<file path="src/rtl/tcb_dec_lat.sv">
// TCB address decoder: mask/match routing of one manager onto PN subordinates,
// with an internal error responder and a DLY-deep select pipeline for responses.
module tcb_dec_lat #(
  parameter int AW  = 32,
  parameter int DW  = 32,
  parameter int BW  = DW/8,
  parameter int PN  = 2,
  parameter int DLY = 1,
  parameter logic [PN-1:0][AW-1:0] AS = '0,
  parameter logic [PN-1:0][AW-1:0] AM = '0
)(
  input  logic                   clk,
  input  logic                   rst,
  input  logic                   s_vld,
  input  logic                   s_wen,
  input  logic [BW-1:0]          s_ben,
  input  logic [AW-1:0]          s_adr,
  input  logic [DW-1:0]          s_wdt,
  output logic                   s_rdy,
  output logic [DW-1:0]          s_rdt,
  output logic                   s_err,
  output logic [PN-1:0]          m_vld,
  output logic                   m_wen,
  output logic [BW-1:0]          m_ben,
  output logic [AW-1:0]          m_adr,
  output logic [DW-1:0]          m_wdt,
  input  logic [PN-1:0]          m_rdy,
  input  logic [PN-1:0][DW-1:0]  m_rdt,
  input  logic [PN-1:0]          m_err
);

  localparam int SW = (PN > 1) ? $clog2(PN) : 1;

  logic [PN-1:0]  hit;
  logic [SW-1:0]  sel;
  logic           miss;
  logic           rdy_sel;
  logic           trn;

  // response pipeline: one {vld, miss, sel} slot per latency cycle
  logic [DLY-1:0]          vld_p;
  logic [DLY-1:0]          miss_p;
  logic [DLY-1:0][SW-1:0]  sel_p;

  // request decode (combinational)
  always_comb begin
    hit     = '0;
    sel     = '0;
    rdy_sel = 1'b0;
    m_vld   = '0;
    for (int i = 0; i < PN; i++) begin
      hit[i] = ((s_adr ^ AS[i]) & AM[i]) == '0;
    end
    // scan downward so the lowest matching index is the last one written
    for (int i = PN-1; i >= 0; i--) begin
      if (hit[i]) sel = SW'(i);
    end
    miss = ~|hit;
    for (int i = 0; i < PN; i++) begin
      if (sel == SW'(i)) begin
        rdy_sel  = m_rdy[i];
        m_vld[i] = s_vld & hit[i];
      end
    end
    s_rdy = miss ? 1'b1 : rdy_sel;
    trn   = s_vld & s_rdy;
  end

  assign m_wen = s_wen;
  assign m_ben = s_ben;
  assign m_adr = s_adr;
  assign m_wdt = s_wdt;

  // stage 0 captures the transfer, later stages shift every cycle (no stall)
  always_ff @(posedge clk) begin
    if (rst) begin
      vld_p <= '0;
    end else begin
      vld_p[0] <= trn;
      for (int k = 1; k < DLY; k++) begin
        vld_p[k] <= vld_p[k-1];
      end
    end
  end

  always_ff @(posedge clk) begin
    miss_p[0] <= miss;
    sel_p[0]  <= sel;
    for (int k = 1; k < DLY; k++) begin
      miss_p[k] <= miss_p[k-1];
      sel_p[k]  <= sel_p[k-1];
    end
  end

  // response mux from the last stage; idle slots are forced to zero
  always_comb begin
    s_rdt = '0;
    s_err = 1'b0;
    if (vld_p[DLY-1]) begin
      if (miss_p[DLY-1]) begin
        s_err = 1'b1;
      end else begin
        for (int i = 0; i < PN; i++) begin
          if (sel_p[DLY-1] == SW'(i)) begin
            s_rdt = m_rdt[i];
            s_err = m_err[i];
          end
        end
      end
    end
  end

endmodule

</file>
<file path="config.mk">
export PLATFORM = sky130hd
export DESIGN_NAME = tcb_dec_lat
export DESIGN_NICKNAME = d
export VERILOG_FILES = /design/src/rtl/tcb_dec_lat.sv
export SDC_FILE = /design/constraint.sdc
export NUM_CORES = 1
export LEC_CHECK = 0
export CORE_AREA = 2 2 95 97
export DETAILED_ROUTE_END_ITERATION = 16
export DIE_AREA = 0 0 97 99
export GPL_TIMING_DRIVEN = 0
export HOLD_SLACK_MARGIN = 0.1
export PLACE_DENSITY = 0.58
export SETUP_SLACK_MARGIN = 0.02
export SYNTH_ARGS = -nofsm -noshare
export SYNTH_HDL_FRONTEND = slang
export SYNTH_SLANG_ARGS = --single-unit
</file>
<file path="constraint.sdc">
create_clock -name clk -period 1.2 [get_ports clk]
set_input_delay 0.18 -clock clk [delete_from_list [all_inputs] [get_ports clk]]
set_output_delay 0.18 -clock clk [all_outputs]
set_load 0.01 [all_outputs]
</file>
==> impl_metrics.json <==
{
  "syn_nets": 251,
  "top_register": "vld_p",
  "critPathBufInv": 2,
  "grt_setup_unrepaired": "false",
  "ys_ff_latch": 1,
  "combPwrFrac_pct": 94.7,
  "stdcell_area_um2": 2240,
  "grt_max_degree": 11,
  "endpoint_kind": "output pin",
  "synth_top_family_by_area": "buffers and inverters",
  "start_util_pct": 9.77,
  "fmax_mhz": 862,
  "synth_xor_area_share_pct": 0,
  "final-instance-count-excl-fill": 359,
  "worstPathCellList": "clkdlybuf4s50_1 -> and2_2 -> clkdlybuf4s15_1",
  "drt-pass1-iter-count": 2,
  "top_level_ports": 245,
  "layout_commonest_cell": "clkdlybuf4s50_1",
  "grt_pass1_wl_um": 5050,
  "startpoint": "m_rdt[9]",
  "totalWireLength_um": 3440,
  "drv_cap": 0,
  "cp.required_ns": 1.02,
  "rows": 34,
  "setup.worst_path.start_class": "input pin",
  "path_max_fanout": 1,
  "cp.arrival_ns": 0.98,
  "placed_cell_area_um2": 2370,
  "largest_reg_flops": 1,
  "dieArea_um2": 9600,
  "num_antenna_cells": 0,
  "overflow": 0,
  "switching_share_pct": 27.0,
  "synth_largest_area_cell": "buf_4",
  "layout_common_cells": "clkdlybuf4s50_1, buf_4, and2_2, clkbuf_2, clkdlybuf4s15_1",
  "nets": 393,
  "pwr-share-seq_pct": 5.3,
  "setup_violations": 0,
  "portBuffers": 140,
  "first_iter_violations": 10,
  "core_region_area_um2": 8550,
  "routabilityCongestion": 0.738,
  "antenna_found_initial": 0,
  "viasPerCell": 3.13,
  "synthToLayoutAreaGrowth_pct": 168,
  "clkPwrFrac_pct": 0,
  "ys_seq_area_share_pct": 2.40,
  "syn_inst": 111,
  "powerDensity_nw_per_um2": 322,
  "detailed_place_hpwl_um": 3230,
  "synth_top_area_share_pct": 64.7,
  "hold_start": "s_vld",
  "drtAntennaViolNets": 0,
  "synthMuxAreaShare_pct": 0,
  "p_total_mw": 0.723,
  "die_y_um": 99,
  "maxSlewViolCount": 0,
  "timing.hold.ws_ns": 0.799,
  "yosys.area_share.simple_pct": 30.7,
  "reg_top3": "vld_p: 1 flops",
  "finalHoldViolCount": 0,
  "period_needed_ns": 1.16,
  "grt_pass1_vias": 1108,
  "wl_per_cell_um": 9.58,
  "tns_ns": 0,
  "synth_compound_area_share_pct": 0,
  "ir_drop_mv": 0.185,
  "p_int_mw": 0.528,
  "avgSynthCellArea_um2": 7.53,
  "slowest_delay_ns": 0.45,
  "path_class": "in2out",
  "synth_cell_types": 6,
  "hold_path_class": "in2reg",
  "cts.clk_slew.worst_paths_ns": 0,
  "cp_top_family": "buffers and inverters",
  "syn_area_um2": 836,
  "synth_warnings": 0,
  "drc": 0,
  "crit_slowest_cell": "clkdlybuf4s50_1",
  "cellLeakagePower_nw": 1.08,
  "die_w_um": 97,
  "p_switching_mw": 0.195,
  "status": "finished, final reports clean",
  "synth_fa_ha_area_share_pct": 0,
  "track_usage_pct": 6.01,
  "place_inst": 359,
  "layout_worst_path_cycle_share_pct": 96.7,
  "yosys-top-cells-area": "buf_4, and2_2, dfxtp_1, clkbuf_2, and3b_1",
  "vias": 1122,
  "layout-drive-gt1-share_pct": 55.4
}
-- synthesized netlist by cell type, drive strengths merged --
cell type and n:
buf 72, conb 1, and3b 1, dfxtp 1, and2 33, clkbuf 3
-- worst paths after layout --
kind | end | slack [ns] | cells after the start
max | s_rdt[9] | 0.04 | 3
min | vld_p$_SDFF_PP0_ | 0.80 | 2
-- logic make-up after synthesis --
kind of cell	Yosys count
buffers and inverters	75
AND/OR/NAND/NOR	34
flip-flops	1
other	1
-- cell type report --
type	instances	area, µm²
Multi-Input combinational cell	35	260
Buffer	75	563
Sequential cell	1	21.3
Fill cell	955	6310
Timing Repair Buffer	140	1260
Tap cell	108	135
-- power groups by stage --
stage / sequential, mW / combinational [mW] / clock, mW
detailed placement: 0.0385 / 0.719 / 0
global route: 0.0391 / 0.726 / 0
global placement: 0.0384 / 0.713 / 0
CTS: 0.0387 / 0.706 / 0
floorplan: 0.0365 / 0.298 / 0
finish: 0.0382 / 0.685 / 0
-- repair_timing --
| action | CTS | global route |
|---|---|---|
| setup endpoints to repair | 35 | 28 |
| resized for setup | 82 | 29 |
| hold buffers | 0 | 0 |
| buffers inserted | 0 | 0 |
-- per-layer routing --
| layer | GRT usage (%) | wire length, µm | up-vias |
|---|---|---|---|
| met5 | 0 | 0 | - |
| met4 | 0 | 0 | 0 |
| met3 | 1.77 | 488 | 0 |
| met2 | 12.4 | 1850 | 126 |
| met1 | 6.34 | 1100 | 458 |
| li1 | - | - | 538 |
-- stage by stage --
| stage | util, % | worst slack [ns] |
|---|---|---|
| 2_1_floorplan | - | 0.347 |
| 3_3_place_gp | 27.7 | -0.398 |
| 3_5_place_dp | 27.7 | -0.400 |
| 4_1_cts | 27.8 | 0.00614 |
| 5_1_grt | 26.2 | 0.0215 |
| 6_report | 26.2 | 0.0393 |
Power figures use the tool's default switching activity.
